File: src/rtl/xm23_dev_pkg.sv
// Shared XM23 device definitions: device indices, CSR bit layout, interrupt FSM states.
package xm23_dev_pkg;

  localparam int DEV_TIMER  = 0;
  localparam int DEV_KB     = 1;
  localparam int DEV_SCREEN = 2;
  localparam int DEV_TL     = 3;
  localparam int DEV_PB     = 4;

  localparam int CSR_IE     = 0;
  localparam int CSR_DBA    = 2;
  localparam int CSR_OF     = 3;
  localparam int CSR_PRI_LO = 5;
  localparam int CSR_PRI_W  = 3;

  localparam logic [3:0] VEC_BASE_DEF = 4'd8;

  typedef enum logic [1:0] {
    ST_IDLE = 2'd0,
    ST_REQ  = 2'd1,
    ST_HOLD = 2'd2
  } int_state_e;

  function automatic logic [2:0] csr_pri(input logic [7:0] csr);
    return csr[CSR_PRI_LO +: CSR_PRI_W];
  endfunction

endpackage

File: src/rtl/int_prio_sel.sv
// Combinational interrupt winner selection: highest priority among eligible sources,
// ties resolved by the first index found searching cyclically from 'start'.
module int_prio_sel #(
  parameter int NDEV = 5,
  parameter int IW   = (NDEV > 1) ? $clog2(NDEV) : 1
) (
  input  logic [NDEV-1:0]   elig,
  input  logic [3*NDEV-1:0] pri,
  input  logic [IW-1:0]     start,
  output logic [IW-1:0]     idx,
  output logic              valid
);

  logic [2:0] max_pri_s;
  logic       found_s;
  int         pos_s;

  // Find the highest priority, then the first matching source from the start pointer
  always_comb begin
    max_pri_s = 3'd0;
    valid     = 1'b0;
    idx       = '0;
    found_s   = 1'b0;
    pos_s     = 0;
    for (int i = 0; i < NDEV; i++) begin
      if (elig[i] && (!valid || (pri[3*i +: 3] > max_pri_s))) begin
        max_pri_s = pri[3*i +: 3];
        valid     = 1'b1;
      end else begin
        max_pri_s = max_pri_s;
      end
    end
    for (int k = 0; k < NDEV; k++) begin
      pos_s = int'(start) + k;
      if (pos_s >= NDEV) begin
        pos_s = pos_s - NDEV;
      end else begin
        pos_s = pos_s;
      end
      if (!found_s && elig[pos_s] && (pri[3*pos_s +: 3] == max_pri_s)) begin
        idx     = pos_s[IW-1:0];
        found_s = 1'b1;
      end else begin
        found_s = found_s;
      end
    end
  end

endmodule

File: src/rtl/int_ctrl.sv
// XM23 interrupt controller: DBA edge capture, priority arbitration, IDLE/REQ/HOLD handshake.
// Optional macro INT_CTRL_RR_TIE_EN enables round-robin tie breaking after each ack.
module int_ctrl
  import xm23_dev_pkg::*;
#(
  parameter int         NDEV     = 5,
  parameter logic [3:0] VEC_BASE = VEC_BASE_DEF
) (
  input  logic              Clock,
  input  logic              Reset_n,
  input  logic [8*NDEV-1:0] dev_csr,
  input  logic [2:0]        cpu_pri,
  input  logic              int_ack,
  output logic              int_req,
  output logic [3:0]        vect_num,
  output logic [2:0]        int_pri,
  output logic [NDEV-1:0]   pend
);

  localparam int IW = (NDEV > 1) ? $clog2(NDEV) : 1;

  int_state_e        state_r, state_n;
  logic [NDEV-1:0]   pend_r, pend_n, dba_hist_r, clr_s;
  logic [NDEV-1:0]   ie_s, dba_s, elig_s, rise_s;
  logic [3*NDEV-1:0] pri_s;
  logic              armed_r;
  logic [IW-1:0]     win_idx_r, win_idx_n, sel_idx_s, start_s;
  logic              sel_valid_s, ack_s;
  logic              req_r, req_n;
  logic [3:0]        vect_r, vect_n;
  logic [2:0]        pri_r, pri_n;
  logic              unused_csr_s;

  // Per-source CSR field decode and eligibility
  always_comb begin
    ie_s   = '0;
    dba_s  = '0;
    pri_s  = '0;
    elig_s = '0;
    for (int i = 0; i < NDEV; i++) begin
      ie_s[i]        = dev_csr[8*i + CSR_IE];
      dba_s[i]       = dev_csr[8*i + CSR_DBA];
      pri_s[3*i +: 3] = csr_pri(dev_csr[8*i +: 8]);
      elig_s[i]      = pend_r[i] & ie_s[i] & (pri_s[3*i +: 3] > cpu_pri);
    end
  end

  // The first sample after reset only seeds history, so a DBA already high is not an edge
  assign rise_s       = dba_s & ~dba_hist_r & {NDEV{armed_r}};
  assign unused_csr_s = ^{dev_csr, ack_s};

  int_prio_sel #(
    .NDEV (NDEV),
    .IW   (IW)
  ) u_sel (
    .elig  (elig_s),
    .pri   (pri_s),
    .start (start_s),
    .idx   (sel_idx_s),
    .valid (sel_valid_s)
  );

`ifdef INT_CTRL_RR_TIE_EN
  logic [IW-1:0] ptr_r;

  // Round-robin pointer: search begins just after the last acknowledged source
  always_ff @(negedge Clock or negedge Reset_n) begin
    if (!Reset_n) begin
      ptr_r <= '0;
    end else if (ack_s) begin
      ptr_r <= (int'(win_idx_r) == NDEV - 1) ? '0 : win_idx_r + 1'b1;
    end
  end

  assign start_s = ptr_r;
`else
  assign start_s = '0;
`endif

  // Next-state and next-output logic; a latched winner is never pre-empted
  always_comb begin
    state_n   = state_r;
    win_idx_n = win_idx_r;
    vect_n    = vect_r;
    pri_n     = pri_r;
    req_n     = 1'b0;
    clr_s     = '0;
    ack_s     = 1'b0;
    case (state_r)
      ST_IDLE: begin
        if (sel_valid_s) begin
          state_n   = ST_REQ;
          win_idx_n = sel_idx_s;
          vect_n    = 4'(VEC_BASE + 4'(sel_idx_s));
          pri_n     = pri_s[3*int'(sel_idx_s) +: 3];
          req_n     = 1'b1;
        end else begin
          state_n = ST_IDLE;
        end
      end
      ST_REQ: begin
        if (int_ack) begin
          clr_s[win_idx_r] = 1'b1;
          ack_s            = 1'b1;
          state_n          = ST_HOLD;
        end else if (!elig_s[win_idx_r]) begin
          state_n = ST_IDLE;
        end else begin
          req_n = 1'b1;
        end
      end
      ST_HOLD: begin
        state_n = ST_IDLE;
      end
      default: begin
        state_n = ST_IDLE;
      end
    endcase
    // A new edge on the acknowledged source beats the clear
    pend_n = (pend_r & ~clr_s) | rise_s;
  end

  // State, pending flags, edge history and registered outputs
  always_ff @(negedge Clock or negedge Reset_n) begin
    if (!Reset_n) begin
      state_r    <= ST_IDLE;
      pend_r     <= '0;
      dba_hist_r <= '0;
      armed_r    <= 1'b0;
      win_idx_r  <= '0;
      req_r      <= 1'b0;
      vect_r     <= 4'd0;
      pri_r      <= 3'd0;
    end else begin
      state_r    <= state_n;
      pend_r     <= pend_n;
      dba_hist_r <= dba_s;
      armed_r    <= 1'b1;
      win_idx_r  <= win_idx_n;
      req_r      <= req_n;
      vect_r     <= vect_n;
      pri_r      <= pri_n;
    end
  end

  assign int_req  = req_r;
  assign vect_num = vect_r;
  assign int_pri  = pri_r;
  assign pend     = pend_r;

endmodule

File: config.mk
export PLATFORM = sky130hd
export DESIGN_NAME = int_ctrl
export DESIGN_NICKNAME = d
export VERILOG_FILES = /design/src/rtl/xm23_dev_pkg.sv /design/src/rtl/int_prio_sel.sv /design/src/rtl/int_ctrl.sv
export SDC_FILE = /design/constraint.sdc
export NUM_CORES = 1
export LEC_CHECK = 0
export CORE_ASPECT_RATIO = 1.1
export CORE_MARGIN = 10
export CORE_UTILIZATION = 45
export CTS_CLUSTER_SIZE = 40
export DETAILED_ROUTE_END_ITERATION = 12
export PLACE_DENSITY = 0.8
export SLEW_MARGIN = 20
export SYNTH_ARGS = -nofsm -noshare
export SYNTH_HDL_FRONTEND = slang
export SYNTH_SLANG_ARGS = --single-unit
File: constraint.sdc
create_clock -name Clock -period 18.2 [get_ports Clock]
set_input_delay 2.73 -clock Clock [delete_from_list [all_inputs] [get_ports Clock]]
set_output_delay 2.73 -clock Clock [all_outputs]
set_load 0.01 [all_outputs]
==> results_tabular.tex <==
\begin{tabular}{lr}
\hline
Metric & Value \\
\hline
\multicolumn{2}{l}{\textbf{Status}} \\
Status & finished with violations \\
Violations in the final reports & negative setup slack \\
\multicolumn{2}{l}{\textbf{Clocking}} \\
CTS clk-pin slew, worst paths & about 0.05 ns \\
\# H-tree levels & 1 \\
Root buffer cell & sky130\_fd\_sc\_hd\_\_clkbuf\_8 \\
Skew-Pair Late Insertion Delay & between 0.2 and 0.3 ns \\
Longest Clk Path Bufs & 2 \\
Number of clock sinks & 21 \\
TritonCTS clock tree & built \\
Inserted Clock Buffers & 3 \\
\multicolumn{2}{l}{\textbf{Drt}} \\
Antenna viol nets, final & 0 \\
Drt initial violations & $\sim$140 \\
DR WL/cell & 20.2 µm \\
Ratio of routed vias to standard cells & 6.00 \\
Routed wire length & 8440 µm \\
DRC errors left & 0 \\
Count of vias placed by the detailed router & 2501 \\
Number of iterations in the first detailed-routing pass & 4 \\
\multicolumn{2}{l}{\textbf{Power}} \\
Peak supply drop & 0.0000672 V \\
LEAKAGE & 1.56 nW \\
Power density of the placed cells & 86.3 nW/µm² \\
\multicolumn{2}{l}{\textbf{Logic synthesis}} \\
Post-Syn Area & 2300 µm² \\
Netlist cell types & 65 \\
Net count after synthesis & 323 \\
Number of instances in the synthesized netlist & between 200 and 300 \\
Proportion of synthesized flip-flops having asynchronous set or reset & 100\% \\
Number of flops mapped to enable cells by yosys & 0 \\
Sequential-to-total area share from yosys stat & about 23\% \\
Number of register bits inferred by synthesis & 21 \\
Top\_reg\_cell synth & sky130\_fd\_sc\_hd\_\_dfrtn\_1 \\
Avg Inst Size Synth & 9.19 µm² \\
YS warnings & 0 \\
\multicolumn{2}{l}{\textbf{Setup path}} \\
Arrival time of data at the critical path endpoint & 9.79 ns \\
Nature of the critical path endpoint & flip-flop \\
Startpoint of the worst register-to-register path & pend[0] \\
Kind of cell with the highest combined delay on the critical path & compound AO/OA/AOI/OAI gates \\
Start-to-end type of the worst setup path & input port to flip-flop \\
Maximum net fanout on the critical path & 5 \\
CP required & between 9 and 10 ns \\
Kind of start point of the critical path & input port \\
Crit. Startpoint & cpu\_pri[1] \\
CP max stage delay & 0.43 ns \\
Crit path buf inv count & 8 \\
Highest-delay cell along the critical path & sky130\_fd\_sc\_hd\_\_a221o\_1 \\
Crit-path most repeated cell & sky130\_fd\_sc\_hd\_\_buf\_6 \\
\multicolumn{2}{l}{\textbf{Die}} \\
Full die area & 8370 µm² \\
Chip height & 94.9 µm \\
Initial standard-cell utilization of the core & between 40\% and 50\% \\
Number of top-level design ports & between 50 and 60 \\
Area of the core region & around 5000 µm² \\
Width of the chip & 88.1 µm \\
Row Count & 27 \\
\multicolumn{2}{l}{\textbf{Timing}} \\
Pins over their slew limit & 0 \\
Relative slew slack & 33.2\% \\
Final Hold Violating Endpoints & 0 \\
Final Setup Violations & 6 \\
Final sum of negative setup slack & -3.16 ns \\
Maximum clock skew at final layout & approximately 0.0057 ns \\
Min Hold Slack & slightly above 0.4 ns \\
Worst Slack Setup Final & -0.586 ns \\
Unrepaired setup endpoints after global routing & yes \\
Transition at the pin with the smallest max-transition slack & approximately 1 ns \\
\multicolumn{2}{l}{\textbf{Finish}} \\
Design area & 3710 µm² \\
Commonest non-fill, non-tap cells in the layout & sky130\_fd\_sc\_hd\_\_buf\_4, sky130\_fd\_sc\_hd\_\_clkdlybuf4s50\_1, sky130\_fd\_sc\_hd\_\_dfrtn\_1 \\
Most common library cell in the layout ignoring fill and taps & sky130\_fd\_sc\_hd\_\_buf\_4 \\
Layout cell share with drive strength beyond 1 & 40.7\% \\
Area growth, synth to finish & 61.6\% \\
Diode count & 0 \\
Number of nets in the layout & 433 \\
\multicolumn{2}{l}{\textbf{Placement}} \\
Final weighted congestion in routability-driven placement & 0.938 \\
DPL Wire Length & 6000 µm \\
Port Buf Inserts & between 40 and 50 \\
Placement Cell Area & 3280 µm² \\
Worst slack, placed & -1.25 ns \\
\multicolumn{2}{l}{\textbf{Global routing}} \\
Global route overflow & 0 \\
Via count of the first global-routing pass & 2690 \\
Pin count of the biggest net entering global routing & 22 \\
Global-route wire length before repair & 12800 µm \\
Combined global-route utilization of all metal layers & 19.1\% \\
Number of antenna violations at the first check in global routing & 0 \\
\multicolumn{2}{l}{\textbf{Worst hold path}} \\
Startpoint of the worst hold path & dba\_hist\_r[3] \\
Hold Crit Class & flip-flop to flip-flop \\
\multicolumn{2}{l}{\textbf{Flow run}} \\
Max cap viols & 0 \\
\hline
\end{tabular}
==> synthesized netlist by cell type, drive strengths merged, types with 2 or more instances <==
| master | instances | share of area, % |
|---|---|---|
| a211o | 7 | 2.7 |
| nor2b | 8 | 3.2 |
| o211ai | 6 | 2.2 |
| dfrtn | 21 | 23 |
| o21a | 3 | 0.98 |
| clkbuf | 2 | 0.33 |
| inv | 17 | 2.8 |
| mux2i | 3 | 1.3 |
| a31oi | 6 | 2.6 |
| nand2b | 2 | 0.54 |
| nand2 | 19 | 3.1 |
| nand3 | 15 | 3.3 |
| a2bb2oi | 3 | 2.7 |
| o31ai | 3 | 1.6 |
| o311ai | 4 | 3.4 |
| nor3 | 6 | 1.3 |
| ha | 27 | 15 |
| a211oi | 3 | 1.2 |
| nor2 | 14 | 2.3 |
| a21o | 2 | 0.65 |
| a31o | 2 | 1.1 |
| xor2 | 2 | 0.76 |
| o21ai | 20 | 4.4 |
| a32o | 3 | 1.3 |
| and2 | 2 | 0.54 |
| a21boi | 2 | 0.65 |
| a21oi | 4 | 1.2 |
| o311a | 2 | 1.4 |
| a32oi | 2 | 0.76 |
| and4 | 2 | 0.76 |
| a311oi | 3 | 1.4 |
| xnor2 | 8 | 3.1 |
| nand3b | 4 | 1.3 |
| or2 | 2 | 0.55 |
| o22ai | 5 | 1.6 |
| buf | 3 | 0.76 |
| and3 | 2 | 0.54 |
| nand4 | 3 | 1.1 |
==> metrics by stage <==
stage	cells	util, %	power [mW]
after global routing	417	74.8	0.339
after global placement	396	66.0	0.243
after detailed placement	396	66.0	0.250
after floorplan	250	-	0.174
final	417	74.8	0.321
after CTS	412	70.6	0.295
==> kinds of logic (layout without fill, tap and decap cells) <==
group	count (synthesis)	after routing	share of synthesized area, %
fa+ha+maj	27	27	14.7
other cells	1	1	0.163
xor+xnor	10	10	3.81
simple gates	82	82	19.8
buf+inv	23	132	4.03
flops	21	21	22.9
mux	4	4	1.80
compound gates	82	82	32.8
==> path summary, 6_finish.rpt <==
check,slack (ns),cells past startpoint,to
max,-0.59,38,int_pri[1]
min,0.40,1,pend[3]
max reg2reg,11.06,35,int_pri[1]
min reg2reg,0.40,1,pend[3]
max in group asynchronous,5.64,1,dba_hist_r[2]
min in group asynchronous,11.95,1,dba_hist_r[4]
==> final cells by class <==
cell class,count,area (µm²)
multi-input combinational,206,2040
clock buffer,4,45.0
tap,58,72.6
fill,346,1250
sequential,21,526
inverter,18,72.6
timing repair buffer,110,958
==> flip-flops by register name (all words and copies together) (netlist names) <==
signal,cells
int_pri,3
armed_r,1
win_idx_r,2
dba_hist_r,5
vect_num,2
int_req,1
state_r,2
pend,5
==> metal layers <==
| layer | wire length (µm) | up-vias | GRT usage, % |
|---|---|---|---|
| met4 | 430 | 0 | 9.95 |
| li1 | - | 1173 | - |
| met2 | 4430 | 84 | 35.9 |
| met1 | 3240 | 1214 | 19.8 |
| met3 | 335 | 30 | 2.93 |
| met5 | 0 | - | 0 |
==> repair_timing <==
action,CTS,global route
pin swaps,32,33
gates cloned,0,0
setup buffers,12,6
resized for setup,45,33
hold buffers,0,0
setup endpoints to repair,6,6
==> power by group <==
part	leakage, nW	internal (mW)	switching [mW]
clock	0.0228	0.0156	0.0152
combinational	1.30	0.111	0.107
sequential	0.239	0.0594	0.0120
total	1.56	0.186	0.134
No activity file was read; power rests on OpenSTA's default activity.
